**config.mk**
```make
export PLATFORM = sky130hd
export DESIGN_NAME = ysyx_041461_exe_muldiv
export DESIGN_NICKNAME = d
export VERILOG_FILES = /design/src/rtl/ysyx_041461_exe_muldiv_pkg.sv /design/src/rtl/ysyx_041461_exe_muldiv.sv
export SDC_FILE = /design/constraint.sdc
export NUM_CORES = 2
export LEC_CHECK = 0
export CAP_MARGIN = 20
export CORE_MARGIN = 2
export CORE_UTILIZATION = 60
export CTS_CLUSTER_DIAMETER = 80
export DETAILED_ROUTE_END_ITERATION = 7
export GPL_ROUTABILITY_DRIVEN = 1
export MAX_ROUTING_LAYER = met4
export PLACE_DENSITY_LB_ADDON = 0.1
export SYNTH_ARGS = -nofsm -noshare
export SYNTH_HDL_FRONTEND = slang
export SYNTH_SLANG_ARGS = --single-unit
```
**constraint.sdc**
```tcl
create_clock -name clk -period 12.8 [get_ports clk]
set_input_delay 1.28 -clock clk [delete_from_list [all_inputs] [get_ports clk]]
set_output_delay 1.28 -clock clk [all_outputs]
set_load 0.05 [all_outputs]
```
**src/rtl/ysyx_041461_exe_muldiv_pkg.sv**
```systemverilog
// Shared encodings and decode helpers for the EXE-stage RV64M multiply/divide unit.
// Holds the op codes, the FSM states and the W-result sign extension.
package ysyx_041461_exe_muldiv_pkg;

  localparam int unsigned XLEN  = 64;
  localparam int unsigned CNT_W = 6;

  localparam logic [3:0] OP_MUL    = 4'd0;
  localparam logic [3:0] OP_MULH   = 4'd1;
  localparam logic [3:0] OP_MULHSU = 4'd2;
  localparam logic [3:0] OP_MULHU  = 4'd3;
  localparam logic [3:0] OP_DIV    = 4'd4;
  localparam logic [3:0] OP_DIVU   = 4'd5;
  localparam logic [3:0] OP_REM    = 4'd6;
  localparam logic [3:0] OP_REMU   = 4'd7;
  localparam logic [3:0] OP_MULW   = 4'd8;
  localparam logic [3:0] OP_DIVW   = 4'd9;
  localparam logic [3:0] OP_DIVUW  = 4'd10;
  localparam logic [3:0] OP_REMW   = 4'd11;
  localparam logic [3:0] OP_REMUW  = 4'd12;

  typedef enum logic [1:0] {
    S_IDLE = 2'd0,
    S_CALC = 2'd1,
    S_DONE = 2'd2
  } state_e;

  function automatic logic [XLEN-1:0] sext32(input logic [31:0] v);
    return {{32{v[31]}}, v};
  endfunction

  function automatic logic op_is_w(input logic [3:0] op);
    return (op >= OP_MULW) && (op <= OP_REMUW);
  endfunction

  function automatic logic op_is_div(input logic [3:0] op);
    return op inside {OP_DIV, OP_DIVU, OP_REM, OP_REMU, OP_DIVW, OP_DIVUW, OP_REMW, OP_REMUW};
  endfunction

  function automatic logic op_is_rem(input logic [3:0] op);
    return op inside {OP_REM, OP_REMU, OP_REMW, OP_REMUW};
  endfunction

endpackage

```
**src/rtl/ysyx_041461_exe_muldiv.sv**
```systemverilog
// Iterative RV64M multiply/divide: 64-cycle shift-add multiply and restoring divide
// on sign-magnitude operands, stalling EXE until a one-cycle done pulse.
module ysyx_041461_exe_muldiv
  import ysyx_041461_exe_muldiv_pkg::*;
(
  input  logic            clk,
  input  logic            rst,
  input  logic            muldiv_valid,
  input  logic [3:0]      muldiv_op,
  input  logic [XLEN-1:0] muldiv_src1,
  input  logic [XLEN-1:0] muldiv_src2,
  input  logic            muldiv_flush,
  output logic            muldiv_busy,
  output logic            muldiv_done,
  output logic [XLEN-1:0] muldiv_result
);

  state_e             state_q, state_d;
  logic [CNT_W-1:0]   cnt_q;
  logic [3:0]         op_q;
  logic [XLEN-1:0]    a_q, lo_q, result_q;
  logic [XLEN:0]      hi_q;
  logic               qneg_q, rneg_q, spec_q;

  logic               is_w, w_zext, s1_sgn, s2_sgn, is_div, rsvd;
  logic               neg1, neg2, div0, ovf, special, accept;
  logic [XLEN-1:0]    x1, x2, m1, m2, spec_val;

  // Operand preparation and special-case detection on the incoming instruction.
  always_comb begin
    is_w    = op_is_w(muldiv_op);
    w_zext  = (muldiv_op == OP_DIVUW) || (muldiv_op == OP_REMUW);
    is_div  = op_is_div(muldiv_op);
    rsvd    = muldiv_op > OP_REMUW;
    s1_sgn  = muldiv_op inside {OP_MUL, OP_MULH, OP_MULHSU, OP_DIV, OP_REM, OP_MULW, OP_DIVW, OP_REMW};
    s2_sgn  = muldiv_op inside {OP_MUL, OP_MULH, OP_DIV, OP_REM, OP_MULW, OP_DIVW, OP_REMW};
    x1      = muldiv_src1;
    x2      = muldiv_src2;
    if (is_w) begin
      x1 = w_zext ? {32'b0, muldiv_src1[31:0]} : sext32(muldiv_src1[31:0]);
      x2 = w_zext ? {32'b0, muldiv_src2[31:0]} : sext32(muldiv_src2[31:0]);
    end
    neg1    = s1_sgn & x1[XLEN-1];
    neg2    = s2_sgn & x2[XLEN-1];
    m1      = neg1 ? -x1 : x1;
    m2      = neg2 ? -x2 : x2;
    div0    = is_div & (x2 == '0);
    ovf     = is_div & s2_sgn & (x2 == '1)
            & (x1 == (is_w ? 64'hFFFF_FFFF_8000_0000 : 64'h8000_0000_0000_0000));
    special = div0 | ovf | rsvd;
    spec_val = '0;
    if (div0)     spec_val = op_is_rem(muldiv_op) ? x1 : '1;
    else if (ovf) spec_val = op_is_rem(muldiv_op) ? '0 : x1;
    accept  = (state_q == S_IDLE) & muldiv_valid & ~muldiv_flush;
  end

  logic [XLEN:0]   mul_sum, div_shl;
  logic            div_ge;
  logic [2*XLEN-1:0] prod;
  logic [XLEN-1:0] quot, rem, raw, res_c;

  // One iteration step of each algorithm plus final sign/width fix-up.
  always_comb begin
    mul_sum = hi_q + (lo_q[0] ? {1'b0, a_q} : '0);
    div_shl = {hi_q[XLEN-1:0], lo_q[XLEN-1]};
    div_ge  = div_shl >= {1'b0, a_q};
    prod    = {hi_q[XLEN-1:0], lo_q};
    if (qneg_q) prod = -prod;
    quot    = qneg_q ? -lo_q : lo_q;
    rem     = rneg_q ? -hi_q[XLEN-1:0] : hi_q[XLEN-1:0];
    unique case (op_q)
      OP_MUL, OP_MULW:                  raw = prod[XLEN-1:0];
      OP_MULH, OP_MULHSU, OP_MULHU:     raw = prod[2*XLEN-1:XLEN];
      OP_DIV, OP_DIVU, OP_DIVW, OP_DIVUW: raw = quot;
      OP_REM, OP_REMU, OP_REMW, OP_REMUW: raw = rem;
      default:                          raw = '0;
    endcase
    if (spec_q) raw = lo_q;
    res_c = op_is_w(op_q) ? sext32(raw[31:0]) : raw;
  end

  always_ff @(posedge clk or posedge rst) begin
    if (rst) state_q <= S_IDLE;
    else     state_q <= state_d;
  end

  always_comb begin
    state_d = state_q;
    unique case (state_q)
      S_IDLE:  if (accept) state_d = special ? S_DONE : S_CALC;
      S_CALC:  if (cnt_q == CNT_W'(XLEN - 1)) state_d = S_DONE;
      S_DONE:  state_d = S_IDLE;
      default: state_d = S_IDLE;
    endcase
    if (muldiv_flush) state_d = S_IDLE;
  end

  always_comb begin
    muldiv_busy   = accept | (state_q == S_CALC);
    muldiv_done   = (state_q == S_DONE) & ~muldiv_flush;
    muldiv_result = muldiv_done ? res_c : result_q;
  end

  // Shared operand/accumulator registers: hi:lo is the product or remainder:quotient.
  always_ff @(posedge clk or posedge rst) begin
    if (rst) begin
      cnt_q    <= '0;
      op_q     <= '0;
      a_q      <= '0;
      hi_q     <= '0;
      lo_q     <= '0;
      qneg_q   <= 1'b0;
      rneg_q   <= 1'b0;
      spec_q   <= 1'b0;
      result_q <= '0;
    end else if (muldiv_flush) begin
      cnt_q <= '0;
    end else begin
      unique case (state_q)
        S_IDLE: if (muldiv_valid) begin
          cnt_q  <= '0;
          op_q   <= muldiv_op;
          a_q    <= m2;
          hi_q   <= '0;
          lo_q   <= special ? spec_val : m1;
          qneg_q <= neg1 ^ neg2;
          rneg_q <= neg1;
          spec_q <= special;
        end
        S_CALC: begin
          cnt_q <= cnt_q + CNT_W'(1);
          if (op_is_div(op_q)) begin
            hi_q <= div_ge ? (div_shl - {1'b0, a_q}) : div_shl;
            lo_q <= {lo_q[XLEN-2:0], div_ge};
          end else begin
            hi_q <= {1'b0, mul_sum[XLEN:1]};
            lo_q <= {mul_sum[0], lo_q[XLEN-1:1]};
          end
        end
        S_DONE:  result_q <= res_c;
        default: ;
      endcase
    end
  end

endmodule

```
==> metrics <==
Peak Freq 135 MHz; RR Startpoint lo_q[0]$_DFFE_PP0P_; actual slew at the worst max-slew pin 1.14 ns; fin crit share 0.578; worst-skew pair later-pin latency 0.59 ns; Worst R2R Path Depth 13; Post-synth ARST share 1.00; cts hold-fix bufs 0; H-tree depth 2; vias per cell 7.23; Worst Setup EP muldiv_result[2]; Critical Path Start lo_q[5]$_DFFE_PP0P_; Std-Cell Rows 83; I/O pins 202; top cells by count, synth 544 x nand2_1, 523 x a21oi_1, 483 x o21ai_0, 464 x nor2_1, 342 x clkbuf_1; Sw Pwr 5.26 mW; Max Cap Violations 0; layout cell share with drive strength beyond 1 0.0497; met1 WL 52700 um; Critical Path RT 11.52 ns; Non-Filler Cell Area, Final 34700 um^2; CTS tree built; Die ar. 54200 um^2; Core ar. 51500 um^2; R2R setup slack 7.65 ns; worst hold slack 0.480 ns; Clock Power Share 0.117; Clock Root Buffer clkbuf_16; sw frac 0.574; Hold/Removal Path Class reg2reg; #FFs+latches synth 272; WL met3 23000 um; worst rel slew slack 0.236; Int Pwr 3.91 mW; post-synth top area share 0.217; fill count 4399; max-slew violation count 0; ys flop type dfrtp_1; CTS Sinks 272; Placement Cell Area 33500 um^2; # DRC 147; outcome finished with violations; setup TNS 0 ns; fin worst setup slack 5.40 ns; worst path arrival time 6.12 ns; die width 233 um; initial antenna violation count 10; layout net count 4783; Area Overhead vs Synth 10.6%; GPL Wtd Cong 1.14; WL/cell 26.6 um; vias in the first global route 33800; pin count of the biggest net entering global routing 157; first-pass GRT wire length 208000 um; Gate power share 0.678; Final setup viols 0; Mapped Area 31400 um^2; Reg power frac 0.206; Total Wirelength 139000 um; Global Route Usage Sum 0.514; clk buf depth 3; Starting Density 0.609; vias 37800; Setup Skew 0.0339 ns; post-CTS setup buffers 0; IO Port Bufs 201; most common cell in the synthesized netlist nand2_1; top cells by area, synth dfrtp_1 22%, a21oi_1 8.3%, o21ai_0 7.7%, nand2_1 6.5%, nor2_1 5.5%; CP endpoint kind output port; final hold violations 0; gr ovfl total 0; PostCTS Resize Cnt 0; worst-path fanout max 22; met2 wire len 54200 um; Max IR drop VDD 0.000161 V; Place WS 6.29 ns; PD cells 264 nW/um^2; Pleak 13.8 nW; post-synth cell types 95; Iteration-0 DRC Markers 6880; clk slew on worst S/H paths 0.06 ns; CTS Buf Count 36; fin crit period 7.40 ns; Cells after Synth 4578; Die Y 233 um; 1st-pass router iterations 8; EDFF count, synth 0; Reg-to-Reg End hi_q[54]$_DFFE_PP0P_; failing checks DRC; highest routed layer met4; syn_area_per_cell 6.86 um^2; RSZ-0062 raised after global routing false; syn_nets 4850; Syn. warnings 0; Synth area leader dfrtp_1; CP Class reg2out; CP Launch Type flop; dpl hpwl 104000 um; register area share after synthesis 0.217; ANT nets after route 0
[stage by stage]
stage	instances	power, mW	util
floorplan	4578	5.75	-
global placement	5150	7.64	0.650
detailed placement	5152	7.71	0.650
CTS	5210	8.80	0.673
global route	5221	9.56	0.674
finish	5221	9.17	0.674
[power groups by stage]
stage	registers [mW]	logic [mW]	clock network, mW
final	1.89	6.21	1.07
after global routing	1.88	6.57	1.10
after CTS	1.81	5.92	1.07
after detailed placement	1.82	5.89	0
after global placement	1.80	5.85	0
after floorplan	1.39	4.36	0
[placed cells by master (no fill, tap or decap), types with 28 or more instances in the layout]
cell type,instances
nor4_1,66
and3_1,35
a21oi_1,522
nand2b_1,32
xnor2_1,138
nand3_1,133
a21o_1,86
a211oi_1,58
inv_1,129
dfrtp_1,270
nor3_1,99
o31ai_1,63
nor2_1,458
o21ai_0,482
ha_1,134
clkdlybuf4s50_1,201
buf_4,69
clkbuf_16,36
or3_1,71
nand4_1,72
and2_1,28
nand2_1,543
xor2_1,145
o21bai_1,31
o22ai_1,34
a31oi_1,65
a221oi_1,32
or4_1,36
o211ai_1,33
[metal layers]
layer | up-vias | global-route usage
li1 | 16600 | -
met1 | 17300 | 0.666
met2 | 3288 | 0.685
met3 | 598 | 0.203
met4 | 0 | 0.265
met5 | - | -
[layout make-up]
class	instances	area, um^2	share of cell area
clock inverters	14	249	0.00717
well taps	680	851	0.0245
repair buffers	273	2560	0.0737
multi-input cells	3796	22800	0.656
inverters	132	503	0.0145
diodes	10	25.0	0.000721
clock buffers	44	951	0.0274
flip-flops and latches	272	6810	0.196
[sequential cells by signal (all words and copies together), names as in the netlist]
| name | count |
|---|---|
| state_q | 2 |
| lo_q | 64 |
| rneg_q | 1 |
| result_q | 64 |
| qneg_q | 1 |
| hi_q | 65 |
| cnt_q | 6 |
| spec_q | 1 |
| op_q | 4 |
| a_q | 64 |
[worst max-delay path, stage by stage (launching register included)]
cell             delay (ns)
dfrtp_1                0.49
or4_1                  0.63
or3_1                  0.49
nor4_1                 0.68
nand4_1                1.04
o21ai_0                0.56
xnor2_1                0.17
a21oi_1                0.09
nor2_1                 0.11
a21oi_1                0.05
o21ai_0                0.34
clkdlybuf4s50_1        0.88
[worst min path at each step]
| stage | start | end | slack (ns) | cells after the start |
|---|---|---|---|---|
| global placement | a_q[52]$_DFFE_PP0P_ | a_q[52]$_DFFE_PP0P_ | 0.46 | 2 |
| CTS | a_q[57]$_DFFE_PP0P_ | a_q[57]$_DFFE_PP0P_ | 0.48 | 2 |
| global route | a_q[62]$_DFFE_PP0P_ | a_q[62]$_DFFE_PP0P_ | 0.51 | 2 |
| finish | a_q[24]$_DFFE_PP0P_ | a_q[24]$_DFFE_PP0P_ | 0.48 | 2 |
| floorplan | a_q[10]$_DFFE_PP0P_ | a_q[10]$_DFFE_PP0P_ | 0.45 | 2 |
| detailed placement | a_q[24]$_DFFE_PP0P_ | a_q[24]$_DFFE_PP0P_ | 0.47 | 2 |
[cells by family after synthesis]
group | after synthesis | share of synthesized area
buffers and inverters | 510 | 0.0618
xor gates and xnor gates | 285 | 0.0795
AOI/OAI and AO/OA | 1653 | 0.323
DFF | 272 | 0.217
adders and majority gates | 136 | 0.0547
and+or+nand+nor | 1697 | 0.256
muxes | 25 | 0.00833
Power figures use the tool's default switching activity.
